<file path="src/rtl/wdt_pkg.sv">
// Shared definitions for the watchdog register block.
// Holds the register offsets, the WTOCNT reset value, the STATUS bit
// positions, the bus request record and the handshake FSM state encoding.
package wdt_pkg;

    localparam logic [7:0] OFF_CTRL   = 8'h00;
    localparam logic [7:0] OFF_LIVE   = 8'h04;
    localparam logic [7:0] OFF_WTOCNT = 8'h08;
    localparam logic [7:0] OFF_STATUS = 8'h0C;
    localparam logic [7:0] OFF_IRQEN  = 8'h10;

    localparam logic [31:0] WTOCNT_RST = 32'hFFFF_FFFF;

    localparam int STATUS_STICKY_BIT = 0;
    localparam int STATUS_WTO_BIT    = 1;

    typedef enum logic [0:0] {
        ST_IDLE = 1'b0,
        ST_RESP = 1'b1
    } state_e;

    typedef struct packed {
        logic        write;
        logic [7:0]  addr;
        logic [31:0] wdata;
    } req_t;

endpackage

</file>
<file path="src/rtl/wdt_regfile_if.sv">
// Request/response bus between a host and the watchdog register block.
// master: issues requests, consumes responses.
// slave : accepts requests (req_ready), returns rsp_valid/rsp_rdata/rsp_err.
interface wdt_regfile_if;

    logic        req_valid;
    logic        req_ready;
    logic        req_write;
    logic [7:0]  req_addr;
    logic [31:0] req_wdata;
    logic        rsp_valid;
    logic        rsp_ready;
    logic [31:0] rsp_rdata;
    logic        rsp_err;

    modport master (
        output req_valid, req_write, req_addr, req_wdata, rsp_ready,
        input  req_ready, rsp_valid, rsp_rdata, rsp_err
    );

    modport slave (
        input  req_valid, req_write, req_addr, req_wdata, rsp_ready,
        output req_ready, rsp_valid, rsp_rdata, rsp_err
    );

endinterface

</file>
<file path="src/rtl/wdt_top.sv">
// Watchdog subsystem: register file plus the down-counter it controls.
// Ports:
//   clk, rst - clock, synchronous active-high reset
//   bus      - slave side of the register bus
//   irq      - timeout interrupt from the register file
// The counter reloads from WTOCNT while disabled or on a kick, counts down
// while enabled, and raises WTO on reaching zero. WTO_write pulses the cycle
// after WTO changes so the register file can latch the sticky status.
module wdt_top
    import wdt_pkg::*;
(
    input  logic          clk,
    input  logic          rst,
    wdt_regfile_if.slave  bus,
    output logic          irq
);

    logic        wden;
    logic        wdlive;
    logic [31:0] wtocnt;
    logic        wto;
    logic        wto_write;
    logic [31:0] cnt;

    wdt_regfile u_regfile (
        .clk       (clk),
        .rst       (rst),
        .bus       (bus),
        .WDEN      (wden),
        .WDLIVE    (wdlive),
        .WTOCNT    (wtocnt),
        .WTO       (wto),
        .WTO_write (wto_write),
        .irq       (irq)
    );

    always_ff @(posedge clk) begin
        if (rst) begin
            cnt       <= WTOCNT_RST;
            wto       <= 1'b0;
            wto_write <= 1'b0;
        end else begin
            wto_write <= 1'b0;
            if (!wden || wdlive) begin
                cnt <= wtocnt;
                if (wto) begin
                    wto       <= 1'b0;
                    wto_write <= 1'b1;
                end
            end else if (cnt != 32'd0) begin
                cnt <= cnt - 32'd1;
            end else if (!wto) begin
                wto       <= 1'b1;
                wto_write <= 1'b1;
            end
        end
    end

endmodule

</file>
<file path="src/rtl/wdt_regfile.sv">
// Watchdog control/status register file.
// Ports:
//   clk, rst   - clock, synchronous active-high reset
//   bus        - slave side of the request/response bus (one outstanding access)
//   WDEN       - watchdog enable (CTRL bit0)
//   WDLIVE     - one-cycle kick pulse after a write to LIVE
//   WTOCNT     - timeout reload count
//   WTO        - timeout level from the watchdog counter
//   WTO_write  - WTO changed last cycle
//   irq        - registered sticky-timeout & IRQEN interrupt
module wdt_regfile
    import wdt_pkg::*;
(
    input  logic           clk,
    input  logic           rst,
    wdt_regfile_if.slave   bus,
    output logic           WDEN,
    output logic           WDLIVE,
    output logic [31:0]    WTOCNT,
    input  logic           WTO,
    input  logic           WTO_write,
    output logic           irq
);

    localparam logic [0:0] IDLE = ST_IDLE;
    localparam logic [0:0] RESP = ST_RESP;

    logic [0:0]  state;
    logic        sticky;
    logic        irqen;
    logic [31:0] rdata_q;
    logic        err_q;

    req_t        req;
    logic        accept;
    logic        hit_ctrl, hit_live, hit_cnt, hit_status, hit_irqen, mapped;
    logic [31:0] rd_val;
    logic        rd_err;
    logic        wr_ok;
    logic        sticky_set, sticky_clr;

    assign req = '{write: bus.req_write, addr: bus.req_addr, wdata: bus.req_wdata};

    // Not ready while reset is held, even though the state is already IDLE.
    assign bus.req_ready = (state == IDLE) && !rst;
    assign bus.rsp_valid = (state == RESP);
    assign bus.rsp_rdata = rdata_q;
    assign bus.rsp_err   = err_q;

    assign accept = bus.req_valid && bus.req_ready;

    // Exact 8-bit compares: any misaligned offset misses every register.
    assign hit_ctrl   = (req.addr == OFF_CTRL);
    assign hit_live   = (req.addr == OFF_LIVE);
    assign hit_cnt    = (req.addr == OFF_WTOCNT);
    assign hit_status = (req.addr == OFF_STATUS);
    assign hit_irqen  = (req.addr == OFF_IRQEN);
    assign mapped     = hit_ctrl | hit_live | hit_cnt | hit_status | hit_irqen;

    // Response contents for the access being accepted. Writes return 0;
    // reads see register values from before this edge's updates.
    always_comb begin
        rd_val = '0;
        rd_err = 1'b0;
        if (!mapped) begin
            rd_err = 1'b1;
        end else if (req.write) begin
            // WTOCNT is locked while the watchdog runs.
            rd_err = hit_cnt && WDEN;
        end else begin
            if (hit_ctrl)  rd_val[0] = WDEN;
            if (hit_cnt)   rd_val    = WTOCNT;
            if (hit_status) begin
                rd_val[STATUS_STICKY_BIT] = sticky;
                rd_val[STATUS_WTO_BIT]    = WTO;
            end
            if (hit_irqen) rd_val[0] = irqen;
        end
    end

    assign wr_ok      = accept && req.write && !rd_err;
    assign sticky_set = WTO_write && WTO;
    assign sticky_clr = wr_ok && hit_status && req.wdata[STATUS_STICKY_BIT];

    always_ff @(posedge clk) begin
        if (rst) begin
            state   <= IDLE;
            rdata_q <= '0;
            err_q   <= 1'b0;
            WDEN    <= 1'b0;
            WDLIVE  <= 1'b0;
            WTOCNT  <= WTOCNT_RST;
            sticky  <= 1'b0;
            irqen   <= 1'b0;
            irq     <= 1'b0;
        end else begin
            WDLIVE <= wr_ok && hit_live;
            // Set wins over a simultaneous clear.
            sticky <= sticky_set | (sticky & ~sticky_clr);
            irq    <= sticky & irqen;

            if (wr_ok && hit_ctrl)  WDEN   <= req.wdata[0];
            if (wr_ok && hit_cnt)   WTOCNT <= req.wdata;
            if (wr_ok && hit_irqen) irqen  <= req.wdata[0];

            case (state)
                IDLE: begin
                    if (accept) begin
                        state   <= RESP;
                        rdata_q <= rd_val;
                        err_q   <= rd_err;
                    end
                end
                RESP: begin
                    if (bus.rsp_ready) state <= IDLE;
                end
                default: state <= IDLE;
            endcase
        end
    end

endmodule
</file>
<file path="src/flat_wrapper.sv">
// flat-port wrapper written by rule: the top's interface ports become plain ports
module wdt_top_flat import wdt_pkg::*;
  (clk, rst, irq, bus_req_valid, bus_req_write, bus_req_addr, bus_req_wdata, bus_rsp_ready, bus_req_ready, bus_rsp_valid, bus_rsp_rdata, bus_rsp_err);
  wdt_regfile_if bus_i ();
  input  logic clk;
  input  logic rst;
  output logic irq;
  input wire logic [$bits(bus_i.req_valid)-1:0] bus_req_valid;
  input wire logic [$bits(bus_i.req_write)-1:0] bus_req_write;
  input wire logic [$bits(bus_i.req_addr)-1:0] bus_req_addr;
  input wire logic [$bits(bus_i.req_wdata)-1:0] bus_req_wdata;
  input wire logic [$bits(bus_i.rsp_ready)-1:0] bus_rsp_ready;
  output wire logic [$bits(bus_i.req_ready)-1:0] bus_req_ready;
  output wire logic [$bits(bus_i.rsp_valid)-1:0] bus_rsp_valid;
  output wire logic [$bits(bus_i.rsp_rdata)-1:0] bus_rsp_rdata;
  output wire logic [$bits(bus_i.rsp_err)-1:0] bus_rsp_err;
  assign bus_i.req_valid = bus_req_valid;
  assign bus_i.req_write = bus_req_write;
  assign bus_i.req_addr = bus_req_addr;
  assign bus_i.req_wdata = bus_req_wdata;
  assign bus_i.rsp_ready = bus_rsp_ready;
  assign bus_req_ready = bus_i.req_ready;
  assign bus_rsp_valid = bus_i.rsp_valid;
  assign bus_rsp_rdata = bus_i.rsp_rdata;
  assign bus_rsp_err = bus_i.rsp_err;
  wdt_top u_core (.clk(clk), .rst(rst), .bus(bus_i), .irq(irq));
endmodule
</file>
<file path="config.mk">
export PLATFORM = sky130hd
export DESIGN_NAME = wdt_top_flat
export DESIGN_NICKNAME = d
export VERILOG_FILES = /design/src/rtl/wdt_pkg.sv /design/src/rtl/wdt_regfile_if.sv /design/src/rtl/wdt_top.sv /design/src/rtl/wdt_regfile.sv /design/src/flat_wrapper.sv
export SDC_FILE = /design/constraint.sdc
export NUM_CORES = 1
export LEC_CHECK = 0
export ABC_AREA = 1
export CAP_MARGIN = 20
export CORE_UTILIZATION = 46
export DETAILED_ROUTE_END_ITERATION = 12
export HOLD_SLACK_MARGIN = 0.08
export PLACE_DENSITY = 0.71
export SLEW_MARGIN = 0
export SYNTH_ARGS = -nofsm -noshare
export SYNTH_HDL_FRONTEND = slang
export SYNTH_SLANG_ARGS = --single-unit
</file>
<file path="constraint.sdc">
create_clock -name clk -period 2.49 [get_ports clk]
set_input_delay 0.498 -clock clk [delete_from_list [all_inputs] [get_ports clk]]
set_output_delay 0.498 -clock clk [all_outputs]
set_load 0.02 [all_outputs]
</file>
[Word-level counts from Yosys, hierarchy flattened]
Index checks and enable logic that the tools add are counted.
Widths: inputs -> output; s select.
Operators by class
  reductions and logical operators: 21
  equal/unequal tests: 4
  add/subtract/negate cells: 1
  multiplexer cells: 17
  bitwise logic cells: 9
Operators with widths (number)
  $mux 32: 5
  $reduce_bool 32->1: 1
  $sub 32x1->32 const B: 1
  $eq 8x4->1 const B: 2
  $logic_and 1x1->1: 12
  $mux 1: 10
  $eq 8x3->1 const B: 1
  $eq 8x5->1 const B: 1
  $logic_not 8->1: 1
  $or 1x1->1: 5
  $logic_not 1->1: 3
  $and 1x1->1: 2
  $mux 2: 1
  $not 1->1: 2
  $pmux 1 s2: 1
  $reduce_and 2->1: 1
  $reduce_bool 2->1: 1
  $reduce_or 2->1: 1
  $logic_or 1x1->1: 1
Word-level totals
  input port bits: 45
  register bits: 105

[Longest topological paths before layout]
Gate-level depths: netlist (run 1).
  word-level depth: 13
  gate-level depth with buffers: 12
  depth with buffers taken out: 11

[Modules after synthesis]
Synthesis (run 1) repeated with hierarchy kept, for this count alone.
Second synthesis, totals
  cells, all modules: 757
  area, all modules: 5157.4 sq um
By module, submodules not included
  wdt_regfile: instances 1, cells each 365, area each 2816.5 sq um
  wdt_top: instances 1, cells each 392, area each 2341.0 sq um

[Worst setup path after synthesis (run 1)]
No wires, ideal clock.
  path kind: input -> register
  from: input port rst
  to: register u_core.u_regfile.WTOCNT[10]
  stages on the path: 10
  arrival: 1.609 ns
  setup time: 0.134 ns
  path slack: 0.748 ns
  required time: 2.356 ns
  path buffers: 2
  cells stage by stage: buf_2 -> nor2_4 -> nand2_4 -> nor2_2 -> inv_1 -> nor2_2 -> nand2_4 -> buf_6 -> nand2_1 -> nand3_1
Between the ends
  longest elaborated chain between the ends: 6
Ends and longest elaborated chain
  from (decl): RTL line flat_wrapper.sv:6  | input logic rst;
  $logic_not 1->1: RTL line wdt_regfile.sv:45  | assign bus.req_ready = (state == IDLE) && !rst;
  $logic_and 1x1->1: RTL line wdt_regfile.sv:45
  via bus_req_ready: RTL line flat_wrapper.sv:13  | output wire logic [$bits(bus_i.req_ready)-1:0] bus_req_ready;
  $logic_and 1x1->1: RTL line wdt_regfile.sv:50  | assign accept = bus.req_valid && bus.req_ready;
  $logic_and 1x1->1 (2 in a row): RTL line wdt_regfile.sv:81  | assign wr_ok = accept && req.write && !rd_err;
  $logic_and 1x1->1: RTL line wdt_regfile.sv:103  | if (wr_ok && hit_cnt) WTOCNT <= req.wdata;
  to (signal assigned): RTL line wdt_regfile.sv:103
  to (decl): RTL line wdt_regfile.sv:19  | output logic [31:0] WTOCNT,
The timed path passes the listed nets, and every way through them passes these cells.
A chain may end at the register's enable or synchronous reset.

[Worst setup path in the final report (run 1)]
  from: register u_core.u_regfile.state (netlist: u_core.u_regfile.bus.rsp_valid)
  to: output port bus_req_ready
Between the ends
  longest elaborated chain between the ends: 2
Ends and longest elaborated chain
  from (decl): RTL line wdt_regfile.sv:28  | logic [0:0] state;
  from (signal assigned): RTL line wdt_regfile.sv:87  | state <= IDLE;
  from (signal assigned): RTL line wdt_regfile.sv:109  | state <= RESP;
  from (signal assigned): RTL line wdt_regfile.sv:115  | if (bus.rsp_ready) state <= IDLE;
  $not 1->1 (no source line)
  $logic_and 1x1->1: RTL line wdt_regfile.sv:45
  to (decl): RTL line flat_wrapper.sv:13
Every way passes these cells.

==> results of run 1 <==
[worst min-delay path by stage]
| stage | startpoint | endpoint | cells after the start |
|---|---|---|---|
| floorplan | u_core.u_regfile.irqen$_SDFFE_PP0P_ | u_core.u_regfile.irq$_SDFF_PP0_ | 2 |
| global placement | u_core.cnt[0]$_SDFFE_PP1P_ | u_core.cnt[0]$_SDFFE_PP1P_ | 2 |
| detailed placement | u_core.wto_write$_SDFF_PP0_ | u_core.u_regfile.sticky$_SDFF_PP0_ | 2 |
| CTS | u_core.u_regfile.irqen$_SDFFE_PP0P_ | u_core.u_regfile.irq$_SDFF_PP0_ | 2 |
| global route | u_core.u_regfile.bus.rsp_rdata[27]$_SDFFE_PP0P_ | u_core.u_regfile.bus.rsp_rdata[27]$_SDFFE_PP0P_ | 2 |
| finish | u_core.u_regfile.irqen$_SDFFE_PP0P_ | u_core.u_regfile.irq$_SDFF_PP0_ | 2 |
[final cells by class]
class | count | area (µm²) | area share (%)
clock buffer | 10 | 138 | 2.35
clock inverter | 6 | 115 | 1.96
inverter | 45 | 169 | 2.88
multi-input combinational | 489 | 2310 | 39.4
sequential | 105 | 2100 | 35.9
tap | 133 | 166 | 2.84
timing repair buffer | 87 | 861 | 14.7
[critical path: cells and delay by family (launching register included)]
kind,cells,cell delay (ns)
buffers and inverters,1,0.63
DFF,1,0.35
and+or+nand+nor,1,0.15
[placed cells by master, fill, tap and decap left out, types with 2 or more instances in the layout]
cell and count:
sky130_fd_sc_hd__dfxtp_1 105, sky130_fd_sc_hd__a21oi_1 69, sky130_fd_sc_hd__nand2_4 4, sky130_fd_sc_hd__clkbuf_8 10, sky130_fd_sc_hd__nand2_2 3, sky130_fd_sc_hd__nor2_2 7
sky130_fd_sc_hd__ha_1 2, sky130_fd_sc_hd__clkdlybuf4s50_1 79, sky130_fd_sc_hd__nor2_1 60, sky130_fd_sc_hd__nand4_1 6, sky130_fd_sc_hd__xor2_1 15, sky130_fd_sc_hd__inv_1 39
sky130_fd_sc_hd__nor2_4 4, sky130_fd_sc_hd__o21ai_0 19, sky130_fd_sc_hd__nor3_1 4, sky130_fd_sc_hd__buf_4 6, sky130_fd_sc_hd__clkinv_4 2, sky130_fd_sc_hd__xnor2_1 12
sky130_fd_sc_hd__nand2_1 220, sky130_fd_sc_hd__nand3_1 57, sky130_fd_sc_hd__inv_2 5, sky130_fd_sc_hd__bufinv_16 3
[per-stage QoR]
| stage | hold WS [ns] | setup WS [ns] | utilization, % | total power [W] | area [µm²] |
|---|---|---|---|---|---|
| finish | 0.463 | 0.489 | 59.1 | 0.00311 | 5860 |
| global route | 0.489 | 0.389 | 59.1 | 0.00323 | 5860 |
| CTS | 0.468 | 0.476 | 59.1 | 0.00314 | 5860 |
| detailed placement | 0.448 | 0.165 | 56.6 | 0.00188 | 5610 |
| global placement | 0.442 | 0.249 | 56.6 | 0.00187 | 5610 |
| floorplan | 0.423 | 0.748 | - | 0.00178 | 4750 |
[metal layers]
metal | share of wire (%) | track usage [%] | vias up | wire (µm)
met1 | 49 | 27.2 | 1953 | 5380
met2 | 47 | 36.8 | 78 | 5160
met5 | 0 | 0 | - | 0
li1 | - | - | 2257 | -
met3 | 3.4 | 3.34 | 6 | 372
met4 | 0.81 | 7.14 | 0 | 89
[logic make-up (layout without fill, tap and decap cells)]
family / Yosys count / count (layout) / share of synthesized area (%)
XOR/XNOR: 27 / 27 / 4.98
buffers and inverters: 73 / 148 / 7.17
AND/OR/NAND/NOR: 370 / 370 / 33.5
AO/OA/AOI/OAI: 90 / 90 / 9.54
flip-flops: 105 / 105 / 44.3
adder cells (fa/ha/maj): 2 / 2 / 0.527
[flip-flops by register name (all words and copies together), names as in the netlist]
signal	flops
u_core.u_regfile.WDEN	1
u_core.u_regfile.irqen	1
u_core.u_regfile.WTOCNT	32
u_core.u_regfile.bus.rsp_rdata	32
u_core.wto	1
u_core.cnt	32
u_core.u_regfile.bus.rsp_err	1
u_core.u_regfile.irq	1
u_core.u_regfile.sticky	1
u_core.wto_write	1
u_core.u_regfile.bus.rsp_valid	1
u_core.u_regfile.WDLIVE	1
[power by group]
group          internal [W]  total, W  switching (W)
combinational     0.0000792  0.000153      0.0000739
sequential          0.00168   0.00168     0.00000244
clock              0.000698   0.00128       0.000577
==> metrics.log, run 1 <==
[metrics] status: finished, final reports clean
[metrics] ANT nets after route: 0
[metrics] data arrival time of the worst path: 1.50 ns
[metrics] clk sink count: 105
[metrics] Worst-Skew Late Latency: 0.37 ns
[metrics] register-to-register path setup slack: 0.65 ns
[metrics] maximum clock path buffer count: 2
[metrics] # H-tree levels: 3
[metrics] number of vias per cell after detailed routing: 4.91
[metrics] Seq cells post-synth: 105
[metrics] initial antenna violation count: 0
[metrics] crit path time final: 2.00 ns
[metrics] relative area change from synthesis to final layout: 23.3%
[metrics] # port buffers: 80
[metrics] peak fanout along the critical path: 3
[metrics] final hold vios: 0
[metrics] Clock Pin Slew Worst Setup and Hold Paths: 0.10 ns
[metrics] number of rows in the core area: 36
[metrics] top area cells in the synthesized netlist: sky130_fd_sc_hd__dfxtp_1 (44%), sky130_fd_sc_hd__nand2_1 (17%), sky130_fd_sc_hd__a21oi_1 (7.3%)
[metrics] I/O pin total: 81
[metrics] vias in the first global route: 4240
[metrics] GPL Wtd Cong: 0.886
[metrics] min-delay worst type: reg2reg
[metrics] Critical path destination: bus_req_ready
[metrics] post-synthesis cell count: 667
[metrics] final WL: 11000 µm
[metrics] average wire per standard cell: 12.6 µm
[metrics] first-pass GRT wire length: 18900 µm
[metrics] number of DRC markers after the initial detailed-route iteration: 199
[metrics] CP startpoint: u_core.u_regfile.bus.rsp_valid$_SDFF_PP0_
[metrics] post-synthesis instance area: 0.00475 mm²
[metrics] number of enable-type register cells in the synthesized netlist: 0
[metrics] nets in the synthesized netlist: 714
[metrics] number of clock buffers inserted by TritonCTS: 9
[metrics] Final setup viols: 0
[metrics] CTS tree: yes
[metrics] CTS-repair resized insts: 0
[metrics] final clock skew: 0.0102 ns
[metrics] share of synthesized registers carrying an async set or reset: 0%
[metrics] kind of start point of the critical path: flop
[metrics] final slew viol count: 0
[metrics] hold-fix buffers at CTS: 0
[metrics] initial core utilization: 47.9%
[metrics] total die area: 0.0107 mm²
[metrics] Final period util: 80.4%
[metrics] Remaining DRCs: 0
[metrics] post-synthesis cell type count: 29
[metrics] number of placed instances, taps included: 859
[metrics] Vias: 4294
[metrics] vertical die dimension: 104 µm
[metrics] maximum number of pins on one net before global-route repair: 71
[metrics] cell with the largest stage delay on the worst path: sky130_fd_sc_hd__clkdlybuf4s50_1
[metrics] cell with the most instances after synthesis: sky130_fd_sc_hd__nand2_1
[metrics] maximum clock rate: 0.500 GHz
[metrics] iteration count of the initial detailed-routing pass: 4
[metrics] fraction of final layout cells with drive strength greater than 1: 6.74%
[metrics] total global-route track usage: 21.4%
[metrics] terminus of the critical flop-to-flop path: u_core.cnt[13]$_SDFFE_PP1P_
[metrics] non-filler cells in the finished layout: 875
[metrics] ordered cell list for the critical path: nor2_4, clkdlybuf4s50_1
[metrics] number of antenna repair diodes: 0
[metrics] launch instance of the worst register-to-register path: u_core.cnt[12]$_SDFFE_PP1P_
[metrics] post-synth top area share: 44.3%
[metrics] Setup Total Neg Slack: 0 ns
[metrics] Worst slew margin: 53.0%
[metrics] longest individual stage delay on the worst path: 0.63 ns
[metrics] critical path start-end classification: reg2out
[metrics] Avg Inst Size Synth: 7.12 µm²
[metrics] leakage dissipation: 2.28 nW
[metrics] fill count: 948
[metrics] count of max-cap constraint violations: 0
[metrics] sequential element share of the synthesized area: 44.3%
[metrics] maximum resistive drop on vdd: 279 µV
[metrics] cells on worst reg2reg path: 8
[metrics] type of destination of the critical path: output port
[metrics] total congestion overflow: 0
[metrics] Crit path required time: 1.99 ns
[metrics] areal power density over the cells: 531 mW/mm²
[metrics] number of buffers added for setup after CTS: 0
[metrics] unrepaired setup endpoints after global routing: false
[metrics] NumNets Final: 784
[metrics] HPWL after detailed placement: 7850 µm
[metrics] number of warning messages in the yosys log: 0
[metrics] dominant register cell in the synthesized netlist: sky130_fd_sc_hd__dfxtp_1
[metrics] width of the die: 104 µm
[metrics] Tightest Pin Transition: 0.705 ns
[metrics] standard cell core area: 0.00991 mm²
[metrics] commonest cells in the synthesized netlist: sky130_fd_sc_hd__nand2_1 (220), sky130_fd_sc_hd__dfxtp_1 (105), sky130_fd_sc_hd__a21oi_1 (69), sky130_fd_sc_hd__nor2_1 (60), sky130_fd_sc_hd__nand3_1 (57)
[metrics] clock root buffer: sky130_fd_sc_hd__clkbuf_8
[metrics] largest area contributor in the synthesized netlist: sky130_fd_sc_hd__dfxtp_1
Note: power is estimated with default switching activity, not from simulation.
==> run 2: changes to the inputs <==
==> constraint.sdc (replaced) <==
create_clock -name clk -period 1.9 [get_ports clk]
set_input_delay 0.38 -clock clk [delete_from_list [all_inputs] [get_ports clk]]
set_output_delay 0.38 -clock clk [all_outputs]
set_load 0.02 [all_outputs]
==> metrics.log, run 2 (same netlist as run 1, synthesis figures left out) <==
[metrics] status: finished, final reports clean
[metrics] Crit path required time: 1.52 ns (-0.47 ns)
[metrics] total die area: 0.0107 mm² (unchanged)
[metrics] initial antenna violation count: 0 (unchanged)
[metrics] ordered cell list for the critical path: clkdlybuf4s50_1
[metrics] clock root buffer: sky130_fd_sc_hd__clkbuf_8
[metrics] HPWL after detailed placement: 8190 µm (+4.4%)
[metrics] data arrival time of the worst path: 1.39 ns (-0.11 ns)
[metrics] CTS tree: yes
[metrics] family of cells with the greatest summed delay on the critical path: buffers and inverters
[metrics] Worst-Skew Late Latency: 0.36 ns (about the same)
[metrics] # port buffers: 80 (unchanged)
[metrics] unrepaired setup endpoints after global routing: false
[metrics] hold-fix buffers at CTS: 0 (unchanged)
[metrics] GPL Wtd Cong: 0.920 (+3.8%)
[metrics] min-delay worst type: reg2reg
[metrics] I/O pin total: 81 (unchanged)
[metrics] areal power density over the cells: 631 mW/mm² (+19%)
[metrics] number of clock buffers inserted by TritonCTS: 9 (unchanged)
[metrics] fraction of final layout cells with drive strength greater than 1: 9.19% (+2.4 points)
[metrics] kind of start point of the critical path: flop
[metrics] relative area change from synthesis to final layout: 25.8%
[metrics] maximum resistive drop on vdd: 472 µV (+69%)
[metrics] Final period util: 93.1%
[metrics] post-layout worst setup margin: 0.131 ns (-0.358 ns)
[metrics] total congestion overflow: 0 (unchanged)
[metrics] final clock skew: 0.0149 ns (+0.00465 ns)
[metrics] pre-CTS WS: -0.193 ns (-0.358 ns)
[metrics] initial core utilization: 47.9% (unchanged)
[metrics] most common cell after layout, fill and taps aside: sky130_fd_sc_hd__nand2_1
[metrics] leakage dissipation: 2.37 nW (+4.0%)
[metrics] width of the die: 104 µm (unchanged)
[metrics] first-pass GRT wire length: 19700 µm (+3.8%)
[metrics] maximum number of pins on one net before global-route repair: 45 (-37%)
[metrics] average wire per standard cell: 12.6 µm (+0.32%)
[metrics] type of destination of the critical path: output port
[metrics] total global-route track usage: 22.2% (+0.82 points)
[metrics] count of max-cap constraint violations: 0 (unchanged)
[metrics] Remaining DRCs: 0 (unchanged)
[metrics] Tightest Pin Transition: 0.448 ns (-0.257 ns)
[metrics] Clock Pin Slew Worst Setup and Hold Paths: 0.10 ns (about the same)
[metrics] Final setup viols: 0 (unchanged)
[metrics] standard cell core area: 0.00991 mm² (unchanged)
[metrics] number of vias per cell after detailed routing: 4.92 (+0.20%)
[metrics] Vias: 4401 (+2.5%)
[metrics] maximum clock rate: 0.565 GHz
[metrics] # H-tree levels: 3 (unchanged)
[metrics] number of DRC markers after the initial detailed-route iteration: 142 (-29%)
[metrics] final slew viol count: 0 (unchanged)
[metrics] crit path time final: 1.77 ns
[metrics] final hold vios: 0 (unchanged)
[metrics] NumNets Final: 805 (+2.7%)
[metrics] longest individual stage delay on the worst path: 0.63 ns (about the same)
[metrics] maximum clock path buffer count: 2 (unchanged)
[metrics] Worst slew margin: 70.2% (+17 points)
[metrics] Setup Total Neg Slack: 0 ns (unchanged)
[metrics] ANT nets after route: 0 (unchanged)
[metrics] critical path start-end classification: reg2out
[metrics] number of antenna repair diodes: 0 (unchanged)
[metrics] vertical die dimension: 104 µm (unchanged)
[metrics] vias in the first global route: 4317 (+1.8%)
[metrics] peak fanout along the critical path: 3 (unchanged)
[metrics] number of rows in the core area: 36 (unchanged)
[metrics] final WL: 11300 µm (+2.6%)
[metrics] clk sink count: 105 (unchanged)
[metrics] most frequent cells in the layout: sky130_fd_sc_hd__nand2_1 (220), sky130_fd_sc_hd__dfxtp_1 (105), sky130_fd_sc_hd__clkdlybuf4s50_1 (78), sky130_fd_sc_hd__a21oi_1 (69), sky130_fd_sc_hd__nor2_1 (60)
[metrics] iteration count of the initial detailed-routing pass: 5 (+1)
[metrics] total buffers and inverters traversed by the critical path: 1 (unchanged)
[metrics] cell with the largest stage delay on the worst path: sky130_fd_sc_hd__clkdlybuf4s50_1
[run 2: changes by cell type in the layout (fill, tap and decap cells not counted)]
| cell | delta |
|---|---|
| sky130_fd_sc_hd__dlymetal6s2s_1 | +1 |
| sky130_fd_sc_hd__bufinv_16 | -2 |
| sky130_fd_sc_hd__buf_12 | +1 |
| sky130_fd_sc_hd__buf_4 | +20 |
| sky130_fd_sc_hd__clkdlybuf4s50_1 | -1 |
| sky130_fd_sc_hd__clkinv_4 | -1 |
| sky130_fd_sc_hd__clkinv_2 | +2 |
| sky130_fd_sc_hd__nor2_2 | -1 |
| sky130_fd_sc_hd__nor2_4 | +1 |
[run 2: layout make-up]
class	instances	area, µm²
clock inverter	5	56.3
multi-input combinational	489	2310
fill	951	3930
inverter	45	169
clock buffer	10	138
sequential	105	2100
timing repair buffer	108	1030
tap	133	166
[run 2: worst paths after layout]
| check | startpoint | endpoint | slack [ns] | cells after the start |
|---|---|---|---|---|
| max | u_core.u_regfile.bus.rsp_valid$_SDFF_PP0_ | bus_rsp_valid | 0.13 | 1 |
| max reg2reg | u_core.cnt[0]$_SDFFE_PP1P_ | u_core.cnt[30]$_SDFFE_PP1P_ | 0.20 | 9 |
| min | u_core.u_regfile.irqen$_SDFFE_PP0P_ | u_core.u_regfile.irq$_SDFF_PP0_ | 0.45 | 2 |
| min reg2reg | u_core.u_regfile.irqen$_SDFFE_PP0P_ | u_core.u_regfile.irq$_SDFF_PP0_ | 0.45 | 2 |
[run 2: repair_timing]
item / 4_1_cts / 5_1_grt
endpoints found under the setup margin: 0 / 14
resized for setup: 0 / 2
setup buffers: 0 / 0
[run 2: metal layers]
| layer | wire length, µm | track usage [%] | part of all wire (%) | vias up |
|---|---|---|---|---|
| met3 | 476 | 4.34 | 4.2 | 17 |
| met2 | 5420 | 38.0 | 48 | 89 |
| li1 | - | - | - | 2305 |
| met5 | 0 | 0 | 0 | - |
| met4 | 170 | 6.73 | 1.5 | 0 |
| met1 | 5220 | 28.1 | 46 | 1990 |
[run 2: power breakdown]
group	internal, W	switching [W]
Combinational	0.000112	0.0000995
Clock	0.000636	0.000720
Sequential	0.00220	0.00000367
[run 2: through the flow]
stage | util [%] | instances | power (W) | hold slack [ns] | area, µm²
2_1_floorplan | - | 667 | 0.00233 | 0.423 | 4750
3_3_place_gp | 58.3 | 880 | 0.00247 | 0.436 | 5780
3_5_place_dp | 58.3 | 880 | 0.00247 | 0.439 | 5780
4_1_cts | 60.2 | 895 | 0.00381 | 0.454 | 5970
5_1_grt | 60.3 | 895 | 0.00392 | 0.477 | 5980
6_report | 60.3 | 895 | 0.00377 | 0.454 | 5980
